**src/rtl/ram_fifo_pkg.sv**
```systemverilog
// Shared constants and types for the RAM-backed streaming FIFO controller.
package ram_fifo_pkg;
   localparam int DATA_W = 32;
   localparam int ADDR_W = 14;
   localparam int DEPTH  = 2 ** ADDR_W;

   typedef logic [ADDR_W-1:0] ptr_t;
   typedef logic [ADDR_W:0]   lvl_t;
endpackage

```
**src/rtl/ram_fifo_ctrl_if.sv**
```systemverilog
// Valid/ready word stream; master drives valid/data, slave drives ready.
interface ram_fifo_ctrl_if;
   import ram_fifo_pkg::*;

   logic              valid;
   logic              ready;
   logic [DATA_W-1:0] data;

   modport master (output valid, output data, input ready);
   modport slave  (input valid, input data, output ready);
endinterface

```
**src/rtl/ram_fifo_obuf.sv**
```systemverilog
// Small register FIFO that absorbs RAM read data and presents the head word.
module ram_fifo_obuf
   import ram_fifo_pkg::*;
#(
   parameter int OBUF_DEPTH = 4,
   localparam int IW = $clog2(OBUF_DEPTH),
   localparam int CW = IW + 1
) (
   input  logic              clk,
   input  logic              rst,
   input  logic              wr_en,
   input  logic [DATA_W-1:0] wr_data,
   input  logic              rd_en,
   output logic [DATA_W-1:0] rd_data,
   output logic              valid,
   output logic [CW-1:0]     cnt
);
   logic [DATA_W-1:0] mem [OBUF_DEPTH];
   logic [IW-1:0]     wr_idx;
   logic [IW-1:0]     rd_idx;
   logic [CW-1:0]     cnt_q;
   logic [DATA_W-1:0] last_q;

   always_ff @(posedge clk) begin
      if (rst) begin
         wr_idx <= '0;
         rd_idx <= '0;
         cnt_q  <= '0;
         last_q <= '0;
      end else begin
         if (wr_en) wr_idx <= wr_idx + IW'(1);
         if (rd_en) begin
            rd_idx <= rd_idx + IW'(1);
            last_q <= mem[rd_idx];
         end
         case ({wr_en, rd_en})
            2'b10:   cnt_q <= cnt_q + CW'(1);
            2'b01:   cnt_q <= cnt_q - CW'(1);
            default: cnt_q <= cnt_q;
         endcase
      end
   end

   always_ff @(posedge clk) begin
      if (wr_en && !rst) mem[wr_idx] <= wr_data;
   end

   // When empty, keep showing the most recently popped word.
   assign valid   = (cnt_q != '0);
   assign rd_data = valid ? mem[rd_idx] : last_q;
   assign cnt     = cnt_q;
endmodule

```
**src/rtl/ram_fifo_ctrl.sv**
```systemverilog
// Circular-buffer controller over a 1-cycle registered dual-port RAM; port A writes, port B reads.
module ram_fifo_ctrl
   import ram_fifo_pkg::*;
#(
   parameter int OBUF_DEPTH = 4
) (
   input  logic              clk,
   input  logic              rst,
   input  logic              clr,
   ram_fifo_ctrl_if.slave    s,
   ram_fifo_ctrl_if.master   m,
   output lvl_t              level,
   output logic              full,
   output ptr_t              ram_addr_a,
   output logic [DATA_W-1:0] ram_din_a,
   output logic              ram_we_a,
   output ptr_t              ram_addr_b,
   output logic [DATA_W-1:0] ram_din_b,
   output logic              ram_we_b,
   input  logic [DATA_W-1:0] ram_dout_b
);
   localparam int CW = $clog2(OBUF_DEPTH) + 1;

   logic          flush;
   logic          push;
   logic          pop;
   logic          rd_issue;
   logic          capture;
   ptr_t          wr_ptr;
   ptr_t          rd_ptr;
   lvl_t          level_q;
   lvl_t          ram_cnt;
   logic          inflight;
   logic [CW-1:0] obuf_cnt;
   logic [CW:0]   occ;
   logic          obuf_valid;

   assign flush = rst || clr;
   assign full  = (level_q == lvl_t'(DEPTH));

   assign s.ready = !full;
   assign push    = s.valid && !full && !flush;
   assign pop     = obuf_valid && m.ready && !flush;

   // Reserve an obuf slot for the read in flight so capture never overflows.
   assign occ      = {1'b0, obuf_cnt} + (CW+1)'(inflight);
   assign rd_issue = (ram_cnt != '0) && (occ < (CW+1)'(OBUF_DEPTH)) && !flush;
   assign capture  = inflight && !flush;

   always_ff @(posedge clk) begin
      if (flush) begin
         wr_ptr   <= '0;
         rd_ptr   <= '0;
         ram_cnt  <= '0;
         level_q  <= '0;
         inflight <= 1'b0;
      end else begin
         if (push)     wr_ptr <= wr_ptr + ptr_t'(1);
         if (rd_issue) rd_ptr <= rd_ptr + ptr_t'(1);
         inflight <= rd_issue;
         ram_cnt  <= ram_cnt + lvl_t'(push) - lvl_t'(rd_issue);
         level_q  <= level_q + lvl_t'(push) - lvl_t'(pop);
      end
   end

   assign ram_we_a   = push;
   assign ram_addr_a = wr_ptr;
   assign ram_din_a  = s.data;
   assign ram_addr_b = rd_ptr;
   assign ram_din_b  = '0;
   assign ram_we_b   = 1'b0;
   assign level      = level_q;

   // Stage boundary: RAM read data registered one cycle after issue lands here.
   ram_fifo_obuf #(.OBUF_DEPTH(OBUF_DEPTH)) u_obuf (
      .clk     (clk),
      .rst     (flush),
      .wr_en   (capture),
      .wr_data (ram_dout_b),
      .rd_en   (pop),
      .rd_data (m.data),
      .valid   (obuf_valid),
      .cnt     (obuf_cnt)
   );

   assign m.valid = obuf_valid;
endmodule

```
**src/flat_wrapper.sv**
```systemverilog
// flat-port wrapper written by rule: the top's interface ports become plain ports
module ram_fifo_ctrl_flat import ram_fifo_pkg::*;
#(
   parameter int OBUF_DEPTH = 4
)
  (clk, rst, clr, level, full, ram_addr_a, ram_din_a, ram_we_a, ram_addr_b, ram_din_b, ram_we_b, ram_dout_b, s_valid, s_data, s_ready, m_valid, m_data, m_ready);
  ram_fifo_ctrl_if s_i ();
  ram_fifo_ctrl_if m_i ();
  input  logic clk;
  input  logic rst;
  input  logic clr;
  output lvl_t level;
  output logic full;
  output ptr_t ram_addr_a;
  output logic [DATA_W-1:0] ram_din_a;
  output logic ram_we_a;
  output ptr_t ram_addr_b;
  output logic [DATA_W-1:0] ram_din_b;
  output logic ram_we_b;
  input  logic [DATA_W-1:0] ram_dout_b;
  input wire logic [$bits(s_i.valid)-1:0] s_valid;
  input wire logic [$bits(s_i.data)-1:0] s_data;
  output wire logic [$bits(s_i.ready)-1:0] s_ready;
  output wire logic [$bits(m_i.valid)-1:0] m_valid;
  output wire logic [$bits(m_i.data)-1:0] m_data;
  input wire logic [$bits(m_i.ready)-1:0] m_ready;
  assign s_i.valid = s_valid;
  assign s_i.data = s_data;
  assign s_ready = s_i.ready;
  assign m_valid = m_i.valid;
  assign m_data = m_i.data;
  assign m_i.ready = m_ready;
  ram_fifo_ctrl #(.OBUF_DEPTH(OBUF_DEPTH)) u_core (.clk(clk), .rst(rst), .clr(clr), .s(s_i), .m(m_i), .level(level), .full(full), .ram_addr_a(ram_addr_a), .ram_din_a(ram_din_a), .ram_we_a(ram_we_a), .ram_addr_b(ram_addr_b), .ram_din_b(ram_din_b), .ram_we_b(ram_we_b), .ram_dout_b(ram_dout_b));
endmodule
```
**config.mk**
```make
export PLATFORM = sky130hd
export DESIGN_NAME = ram_fifo_ctrl_flat
export DESIGN_NICKNAME = d
export VERILOG_FILES = /design/src/rtl/ram_fifo_pkg.sv /design/src/rtl/ram_fifo_ctrl_if.sv /design/src/rtl/ram_fifo_obuf.sv /design/src/rtl/ram_fifo_ctrl.sv /design/src/flat_wrapper.sv
export SDC_FILE = /design/constraint.sdc
export NUM_CORES = 1
export LEC_CHECK = 0
export CELL_PAD_IN_SITES_DETAIL_PLACEMENT = 0
export CELL_PAD_IN_SITES_GLOBAL_PLACEMENT = 2
export CORE_ASPECT_RATIO = 0.9
export CORE_MARGIN = 4
export CORE_UTILIZATION = 31
export CTS_CLUSTER_DIAMETER = 120
export CTS_CLUSTER_SIZE = 10
export DETAILED_ROUTE_END_ITERATION = 16
export PLACE_DENSITY_LB_ADDON = 0.1
export SETUP_SLACK_MARGIN = 0.2
export SYNTH_ARGS = -nofsm -noshare
export SYNTH_HDL_FRONTEND = slang
export SYNTH_SLANG_ARGS = --single-unit
```
**constraint.sdc**
```tcl
create_clock -name clk -period 4.2 [get_ports clk]
set_input_delay 0.84 -clock clk [delete_from_list [all_inputs] [get_ports clk]]
set_output_delay 0.84 -clock clk [all_outputs]
set_load 0.01 [all_outputs]
```
Word-level counts from Yosys, hierarchy flattened
Memories as Yosys holds them, arrays and structs flattened. A register that Yosys moved wholly into a read port is not among the register bits. Cells that the tools add are included.

Register bits: 98. RAM bits: 128. Input port bits: 69. Word-level logic and storage cells: 45. Memories: 1.

Memory list: u_core.u_obuf.mem (words 4, width 32, read ports 1, clocked after Yosys merged registers in 1, wr ports 1, RTL line ram_fifo_obuf.sv:18) `logic [DATA_W-1:0] mem [OBUF_DEPTH];`.

$add $sub $neg: 11. $lt $le $gt $ge: 1. Equal/unequal tests: 3. Mux-type cells: 6. Reductions and logical operators: 14.

Operators with widths (number): 2-to-1 mux 32 bit (1); adder 15 x 1 -> 15 bit (2); subtractor 15 x 1 -> 15 bit (2); adder 14 x 1 -> 14 bit, second input constant (2); equality test 15 bit, second input constant (1); nonzero test 15 bit (1); logical AND 1 bit (8); one-hot mux 3 bit (2 select lines) (1); adder 2 x 1 -> 2 bit, second input constant (2); adder 3 x 1 -> 4 bit (1); less-than comparator 4 x 3 -> 1 bit, second input constant (1); 2-to-1 mux 2 bit (2); adder 3 x 1 -> 3 bit, second input constant (1); nonzero test 3 bit (1); subtractor 3 x 1 -> 3 bit, second input constant (1); equality test 2 x 1 -> 1 bit, second input constant (1); equality test 2 bit, second input constant (1); logical NOT 1 bit (2); 2-to-1 mux 1 bit (2); nonzero test 2 bit (1); logical OR 1 bit (1).

Depth between registers and ports, before layout
Depth after elaboration: 6. Mapped depth: 17.

Modules after synthesis
From an unflattened synthesis, not the netlist that was laid out.

Cells, all modules: 848. Area, all modules: 10695.3 um^2.

By module, submodules not included: ram_fifo_obuf (instances 1, cells an instance 354, area each 6555.0 um^2, sequential area each 4664.5 um^2); ram_fifo_ctrl (instances 1, cells an instance 494, area each 4140.2 um^2, sequential area each 1181.1 um^2).

Least setup slack after synthesis
Ideal clock, no wire load.

Path type: input -> register. From: input clr. To: register u_core.ram_cnt[14]. Library setup time: 0.121 ns. Arrival time: 3.817 ns. Slack: 0.262 ns. Stages: 16. Path through: or2_2 clkbuf_1 clkbuf_1 buf_1 nor2_1 ha_1 inv_1 ha_1 inv_1 fa_1 nor2b_1 o311ai_2 a2111oi_2 a2111oi_2 o2bb2ai_1 mux2i_1.

RTL lines: from (decl) (RTL line flat_wrapper.sv:11) `input logic clr;`; logical OR 1 bit (RTL line ram_fifo_ctrl.sv:38) `assign flush = rst || clr;`; logical NOT 1 bit (RTL line ram_fifo_ctrl.sv:47) `assign rd_issue = (ram_cnt != '0) && (occ < (CW+1)'(OBUF_DEPTH)) && !flush;`; logical AND 1 bit (RTL line ram_fifo_ctrl.sv:47); via u_core.rd_issue (RTL line ram_fifo_ctrl.sv:27) `logic rd_issue;`; subtractor 15 x 1 -> 15 bit (RTL line ram_fifo_ctrl.sv:61) `ram_cnt <= ram_cnt + lvl_t'(push) - lvl_t'(rd_issue);`; to (signal assigned) (RTL line ram_fifo_ctrl.sv:61); to (decl) (RTL line ram_fifo_ctrl.sv:32) `lvl_t ram_cnt;`.

The timed path passes the listed nets, and every way through them passes these cells. A chain may end at the register's enable or synchronous reset.

==> results.yml <==
routing:
  drt_iter0_markers: 215
  drc_errors: 0
  drt-wirelength-per-cell_um: 16.7
  viasPerCell: 4.49
  drtAntennaViolNets: 0
  firstDrtPassIters: 4
  wl_um: 24400
  vias: 6585
yosys:
  synth_cell_types: 53
  syn_area_per_cell_um2: 12.0
  muxShareOfSynthArea_pct: 10.4
  synth.most_common_cell: "edfxtp_1"
  synth_compound_area_share_pct: 6.36
  synth-edff-count: 128
  yosys_warnings: 0
  synth_top_family_by_area: "multiplexers"
  syn_inst: 891
  synth_top_flop_cell: "edfxtp_1"
  synth_fa_ha_area_share_pct: 6.32
  synth-seq-cells: 228
  synth_xor_area_share_pct: 3.95
  syn_area_um2: 10600
  async_flop_share_pct: 0
  synth-seq-area-share_pct: 54.9
  synth_area_leader_cell: "edfxtp_1"
  synth_area_leaders: "edfxtp_1, dfxtp_1, mux4_2"
  synth_simple_gate_area_share_pct: 10.3
  synth_top_area_share_pct: 36.1
  ys_top_cells_by_count: "edfxtp_1, dfxtp_1, nand2_1"
clock_tree:
  clk_path_buf_depth: 3
  cts-root-buf: "clkbuf_16"
  clkLatencyLatePin_ps: 530
  htree_levels: 1
  cts_made_buffers: 26
  clk_pin_slew_ps: 60
  cts.sinks: 228
  cts_resized: 0
  cts_tree: "yes"
timing:
  final.setup.worst_slack_ps: 650
  skew_ps: 17.2
  finalCriticalPeriod_ps: 3550
  post-route-period-util_pct: 84.5
  slew_headroom_pct: 37.9
  hold_viol: 0
  rsz0062_at_grt: "no"
  setup_viol: 0
  setup_tns_ps: 0
  finalMaxSlewViolations: 0
  fmax_ghz: 0.282
  tightest_slew_ps: 924
pwr:
  p_comb_share_pct: 25.8
  switching_share_pct: 28.9
  vdd_ir_drop_max_uv: 279
  p_int_mw: 4.36
  pwr-share-clk_pct: 33.1
  cellPowerDensity_nw_per_um2: 480
  pwr-share-seq_pct: 41.0
  total_leakage_power_nw: 4.40
  switchingPower_mw: 1.77
final_layout:
  nNetsFinal: 1107
  fin_util_pct: 37.6
  fin_cells: 1465
  fin_area_um2: 12800
  areaGrowthSynthToFinish_pct: 20.0
  antenna_cells: 0
  drive_above_1_share_pct: 12.5
grt:
  gr-total-overflow: 0
  grt_pass1_wl_um: 39000
  grt_max_degree: 60
  antenna_found_initial: 1
  first_global_vias: 6855
  track_usage_pct: 13.1
floorplanning:
  die_h_um: 184
  num_rows: 64
  coreArea_um2: 34000
  ioPinCount: 213
  start_util_pct: 31.4
  dieWidth_um: 203
  die_area_um2: 37400
placed_design:
  numPortBuffers: 115
  gp_congestion: 0.688
  dpl.cell_count: 1419
  place_area_um2: 12000
  dp_hpwl_um: 15900
  place_worst_setup_slack_ps: 146
worst_setup_path:
  r2r-start: "u_core.level[8]$_SDFF_PP0_"
  start_kind: "flop"
  crit_path_max_fanout: 25
  critPathRequiredTime_ps: 3360
  critPathKind: "flop to output port"
  arrival_ps: 2710
  end_kind: "output port"
  r2r_slack_ps: 680
run:
  max_cap_viol_count: 0
worst_hold_path:
  min_path_type: "flop to flop"
  worstHoldStart: "u_core.u_obuf.last_q[8]$_SDFFE_PP0P_"
run_status:
  status: "completed"
area by class of cell:
type                    count  area (um2)
clock buffers              44         728
clock inverters             1        16.3
fillers                  3352       21200
inverters                  56         210
multi-input cells         543        4110
flip-flops and latches    228        5850
well taps                 462         578
repair buffers            131        1300
registers in the layout, indices dropped and copies added (netlist names), named ones only:
signal,count
u_core.ram_addr_a,14
u_core.ram_addr_b,14
u_core.u_obuf.rd_idx,2
u_core.u_obuf.mem,128
u_core.u_obuf.cnt,3
u_core.inflight,1
u_core.u_obuf.last_q,32
u_core.ram_cnt,15
u_core.u_obuf.wr_idx,2
u_core.level,15
timing repair:
action	in CTS	in global routing
buffers inserted	0	1
hold buffers	0	0
endpoints found under the setup margin	0	5
path summary, 6_finish.rpt:
kind,end,cells past startpoint
max reg2reg,u_core.ram_cnt[14]$_SDFF_PP0_,17
max,m_data[22],4
min reg2reg,u_core.u_obuf.last_q[8]$_SDFFE_PP0P_,2
min,u_core.u_obuf.last_q[8]$_SDFFE_PP0P_,2
layer usage:
layer  GRT usage [%]  up-vias  wire length [um]
met3            2.66       41              1190
li1                -     3224                 -
met1            17.2     3173             11000
met4            3.05        2               544
met2            22.4      145             11700
met5               0        -                13
cells in the final DEF (no fill, tap or decap), types with 10 or more instances in the layout:
cell,synthesis,routed
xor2_1,26,26
mux2_2,32,32
clkbuf_1,19,17
a21oi_1,53,53
dfxtp_1,100,99
o21ai_0,12,12
nand2b_1,10,10
nand2_1,86,86
nor2_1,72,72
clkbuf_16,0,26
ha_1,49,49
conb_1,1,33
buf_4,65,14
edfxtp_1,128,128
nand3_1,16,16
mux4_2,32,32
clkdlybuf4s50_1,0,115
inv_1,56,56
xnor2_1,22,22
worst max-delay path, cell delays in order (launching register included):
cell             delay, ps
dfxtp_2                520
buf_12                 280
mux4_2                 550
mux2_2                 320
clkdlybuf4s50_1        490
cells by family (layout without fill, tap and decap cells):
kind of cell	Yosys count	in the layout
buffers and inverters	152	232
adders and majority gates	52	52
AOI/OAI and AO/OA	102	102
xor gates and xnor gates	48	48
other	1	33
DFF	228	228
and+or+nand+nor	241	241
muxes	67	67
power by group through the flow:
stage	clock network, mW	registers (mW)	logic (mW)
floorplan	0	2.56	1.23
global placement	0	2.57	1.64
detailed placement	0	2.57	1.60
CTS	2.12	2.52	1.61
global route	2.21	2.53	1.82
finish	2.03	2.52	1.58
metrics by stage:
step           total power [mW]  hold WS (ps)
3_5_place_dp               4.17           445
4_1_cts                    6.26           453
5_1_grt                    6.56           469
2_1_floorplan              3.79           434
6_report                   6.14           451
3_3_place_gp               4.21           440
Power figures use the tool's default switching activity.
==> edit 1, RTL diff (config.mk and constraints unchanged) <==
Change the package constant `ADDR_W` from 14 to 16.
--- a/src/rtl/ram_fifo_pkg.sv
+++ b/src/rtl/ram_fifo_pkg.sv
@@ -1,7 +1,7 @@
 // Shared constants and types for the RAM-backed streaming FIFO controller.
 package ram_fifo_pkg;
    localparam int DATA_W = 32;
-   localparam int ADDR_W = 14;
+   localparam int ADDR_W = 16;
    localparam int DEPTH  = 2 ** ADDR_W;
 
    typedef logic [ADDR_W-1:0] ptr_t;
Ports: changed (resized level, ram_addr_a and ram_addr_b); port bits go from 213 to 219. No check against the original RTL was run, so the function may have changed too.
==> edit 1 against the original RTL <==
Count of clock-buffer cells in the layout down 3. Wire length up 12%. Worst setup slack worse by 170 ps. Global-route usage up 0.43 points. Sequential power up 4%. Design area up 6.8%. Sequential cell count up 8. Synthesized area up 6.6%. Fmax down 4.5%. Total power up 14%. Critical path type is now reg2reg. Largest cell class unchanged. Largest power group unchanged. Highest routed layer unchanged.
==> edit 1: results (changes against the original RTL) <==
INFO  metric reg2reg_to = u_core.ram_cnt[10]$_SDFF_PP0_
INFO  metric first_pass_grt_wire_length = 42900 um (+10%)
INFO  metric totalPowerFinal = 7.00 mW (+14%)
INFO  metric hold_path_startpoint = u_core.u_obuf.last_q[23]$_SDFFE_PP0P_
INFO  metric status = complete, no violations
INFO  metric synth_xor_xnor_area_share = 3.70% (-0.24 points)
INFO  metric avgRoutedWirePerCell = 17.3 um (+3.5%)
INFO  metric area_share_of_fa_ha_maj_cells_after_synthesis = 6.59% (+0.27 points)
INFO  metric placedInstanceArea = 12900 sq um (+7.0%)
INFO  metric yosys-top-cells-count = sky130_fd_sc_hd__edfxtp_1 (128), sky130_fd_sc_hd__dfxtp_1 (108), sky130_fd_sc_hd__nand2_1 (98)
INFO  metric vias_per_cell = 4.61 (+2.5%)
INFO  metric worst_path_max_delay_cell = sky130_fd_sc_hd__o311ai_0
INFO  metric number_of_nets_in_the_final_layout = 1217 (+9.9%)
INFO  metric place_congestion = 0.722 (+4.9%)
INFO  metric first_global_vias = 7410 (+8.1%)
INFO  metric reg2reg_slack = 480 ps (-200 ps)
INFO  metric top_area_cells_in_the_synthesized_netlist = sky130_fd_sc_hd__edfxtp_1 (34%), sky130_fd_sc_hd__dfxtp_1 (19%), sky130_fd_sc_hd__mux4_2 (6.3%), sky130_fd_sc_hd__ha_1 (6.1%), sky130_fd_sc_hd__buf_4 (4.3%)
INFO  metric worst-endpoint-required = 4640 ps (+1280 ps)
INFO  metric numCtsBuffers = 27 (+3.8%)
INFO  metric pin_count_of_the_biggest_net_entering_global_routing = 39 (-35%)
INFO  metric instances_no_fill = 1580 (+7.8%)
INFO  metric post-place-cells = 1537 (+8.3%)
INFO  metric hpwl = 17800 um (+12%)
INFO  metric worst_clock_skew = 21.7 ps (+4.48 ps)
INFO  metric tightest_hold_margin = 453 ps (+2.57 ps)
INFO  metric placement.setup.worst_slack = 193 ps (+46.9 ps)
INFO  metric hold_end = u_core.u_obuf.last_q[23]$_SDFFE_PP0P_
INFO  metric netlist-cell-type-count = 64 (+21%)
INFO  metric power.leakage = 4.98 nW (+13%)
## edit 1: cell count changes after synthesis, moves of 7 or more
cell and change:
sky130_fd_sc_hd__nand4_1 +7, sky130_fd_sc_hd__dfxtp_1 +8, sky130_fd_sc_hd__clkbuf_1 +8, sky130_fd_sc_hd__a21oi_1 -25
sky130_fd_sc_hd__nand2_1 +12, sky130_fd_sc_hd__nand3_1 +35, sky130_fd_sc_hd__o21bai_1 +7, sky130_fd_sc_hd__nor2b_1 +8
## edit 1: worst max-delay path by stage
stage                                         end  slack [ps]  cells after the start
floorplan             u_core.level[16]$_SDFF_PP0_         330                     15
global placement      u_core.level[16]$_SDFF_PP0_         260                     15
detailed placement    u_core.level[16]$_SDFF_PP0_         190                     15
CTS                                    m_data[22]         440                      4
global route        u_core.ram_cnt[10]$_SDFF_PP0_         200                     17
finish              u_core.ram_cnt[10]$_SDFF_PP0_         480                     17
## edit 1: per-layer routing
metal | routed length (um) | share of wire [%] | track usage [%] | vias to the layer above
met4 | 431 | 1.6 | 2.81 | 6
met5 | 46 | 0.17 | 0 | -
met3 | 1330 | 4.9 | 3.33 | 45
li1 | - | - | - | 3596
met2 | 12800 | 47 | 22.1 | 134
met1 | 12700 | 47 | 18.3 | 3502
## edit 1: where the power goes
group          internal, mW  switching, mW  leakage (nW)
Combinational         0.990           1.23          2.58
Clock                  1.25          0.911         0.373
Sequential             2.55         0.0754          2.03
Total                  4.78           2.22          4.98
## edit 1: final cells by class
type	instances	area (sq um)	share of cell area, %
clock buffers	41	728	5.34
clock inverters	2	50.0	0.367
inverters	60	225	1.65
multi-input cells	624	4620	33.8
flip-flops and latches	236	6010	44.0
well taps	476	596	4.36
repair buffers	141	1420	10.4
==> edit 2, RTL diff (config.mk and constraints unchanged) <==
Made on the original files. Register the output `level` once more; this adds one clock of latency there. The other outputs are not delayed to match.
--- a/src/rtl/ram_fifo_ctrl.sv
+++ b/src/rtl/ram_fifo_ctrl.sv
@@ -69,7 +69,9 @@
    assign ram_addr_b = rd_ptr;
    assign ram_din_b  = '0;
    assign ram_we_b   = 1'b0;
-   assign level      = level_q;
+   always_ff @(posedge clk) begin
+      level <= level_q;
+   end
 
    // Stage boundary: RAM read data registered one cycle after issue lands here.
    ram_fifo_obuf #(.OBUF_DEPTH(OBUF_DEPTH)) u_obuf (
Behaviour: not the same (a bounded check fails within 4 cycles, from zero or initial values).
==> edit 2 against the original RTL <==
Synthesized area is 2.4% higher. Sequential cell count is 15 higher. Critical path depth stayed put. Wire length is 0.21% higher. Global-route usage is 0.38 points lower. First-iteration DRC count is 11% higher. Hold slack worse by 84 ps. Design area is 2.3% higher. Worst setup slack worse by 41 ps. Synthesized cell count is 0.22% higher. Total power is 5.1% higher. Non-clock buffer count stayed put.
==> edit 2: results (changes against the original RTL) <==
INFO  metric grt.met2_usage = 21.1% (-1.3 points)
INFO  metric syn_avg_cell_area = 12.2 sq um (+2.2%)
INFO  metric synth_compound_gate_area_share = 5.62% (-0.73 points)
INFO  metric vdd_drop_max = 0.000299 V (+7.2%)
INFO  metric holdPathStages = 0 (-2)
INFO  metric reg2reg_slack = 660 ps (-20 ps)
INFO  metric power.leakage = 4.55 nW (+3.3%)
INFO  metric first_pass_grt_wire_length = 38600 um (-1.0%)
INFO  metric worst_clock_skew = 13.5 ps (-3.65 ps)
INFO  metric track_usage = 12.7% (-0.38 points)
INFO  metric setup.worst_path.end = m_data[9]
INFO  metric reg2reg_from = u_core.level_q[8]$_SDFF_PP0_
INFO  metric hold_end = u_core.level[2]$_DFF_P_
INFO  metric numCtsBuffers = 28 (+7.7%)
INFO  metric first_global_vias = 6679 (-2.6%)
INFO  metric netlist-cell-type-count = 59 (+11%)
INFO  metric avgRoutedWirePerCell = 16.7 um (-0.13%)
INFO  metric drt_first_iter_violations = 238 (+11%)
INFO  metric synth_xor_xnor_area_share = 3.61% (-0.33 points)
INFO  metric pin_count_of_the_biggest_net_entering_global_routing = 67 (+12%)
INFO  metric area_share_of_fa_ha_maj_cells_after_synthesis = 6.17% (-0.15 points)
INFO  metric total_wirelength_of_the_detailed_routed_design = 24500 um (+0.21%)
INFO  metric critical_path_peak_fanout = 23 (-8.0%)
INFO  metric hold_path_startpoint = u_core.level_q[2]$_SDFF_PP0_
INFO  metric synth_sequential_area_ratio = 56.4% (+1.5 points)
INFO  metric via_count = 6506 (-1.2%)
INFO  metric top_area_cells_in_the_synthesized_netlist = sky130_fd_sc_hd__edfxtp_1 (35%), sky130_fd_sc_hd__dfxtp_1 (21%), sky130_fd_sc_hd__mux4_2 (6.6%), sky130_fd_sc_hd__ha_1 (5.6%), sky130_fd_sc_hd__buf_4 (4.5%)
INFO  metric post_route_cells_drive_above_1_share = 12.6% (+0.14 points)
INFO  metric share_of_synthesized_area_spent_on_multiplexers = 10.4% (-0.061 points)
INFO  metric global_route.usage.met3 = 2.51% (-0.15 points)
INFO  metric place_congestion = 0.708 (+2.9%)
INFO  metric hpwl = 15600 um (-2.0%)
INFO  metric reg2reg_to = u_core.level_q[14]$_SDFF_PP0_
INFO  metric number_of_nets_in_the_final_layout = 1110 (+0.27%)
INFO  metric status = complete, no violations
INFO  metric setup_ws = 608 ps (-41.4 ps)
INFO  metric grt_antenna_before_repair = 0 (-1)
edit 2: cell types whose count changed after synthesis, moves of 4 or more:
cell,before,now
sky130_fd_sc_hd__o21ai_0,12,7
sky130_fd_sc_hd__nor3_1,9,15
sky130_fd_sc_hd__nor4_1,5,0
sky130_fd_sc_hd__nand2b_1,10,4
sky130_fd_sc_hd__dfxtp_1,100,115
sky130_fd_sc_hd__o211ai_1,4,0
sky130_fd_sc_hd__nand2_1,86,82
sky130_fd_sc_hd__inv_1,56,50
sky130_fd_sc_hd__o21bai_1,0,5
edit 2: worst max-delay path, cell delays in order (launching register included):
cell                              delay, ps
sky130_fd_sc_hd__dfxtp_2                570
sky130_fd_sc_hd__buf_12                 290
sky130_fd_sc_hd__mux4_2                 570
sky130_fd_sc_hd__mux2_2                 290
sky130_fd_sc_hd__clkdlybuf4s50_1        480
edit 2: stage by stage:
step / hold WS (ps) / instance area, sq um
CTS: 370 / 13100
finish: 366 / 13100
global placement: 369 / 12300
floorplan: 349 / 11000
detailed placement: 367 / 12300
global route: 374 / 13100
edit 2: final cells by class:
type	count	area [sq um]
clock buffers	48	797
clock inverters	1	8.76
fillers	3340	21300
inverters	50	188
multi-input cells	535	4070
flip-flops and latches	243	6150
well taps	462	578
repair buffers	131	1280
edit 2: cell families after synthesis:
group / after synthesis
flops: 243
xor+xnor: 45
mux: 69
compound gates: 97
simple gates: 239
fa+ha+maj: 52
other cells: 1
buf+inv: 147
edit 2: routing by layer:
| layer | routed length (um) | vias up |
|---|---|---|
| li1 | - | 3230 |
| met1 | 11200 | 3101 |
| met2 | 11500 | 147 |
| met3 | 1310 | 28 |
| met4 | 494 | 0 |
| met5 | 0 | - |
edit 2: where the power goes:
group	switching, mW	internal, mW
clock	0.920	1.27
sequential	0.0669	2.62
combinational	0.821	0.753
total	1.81	4.64
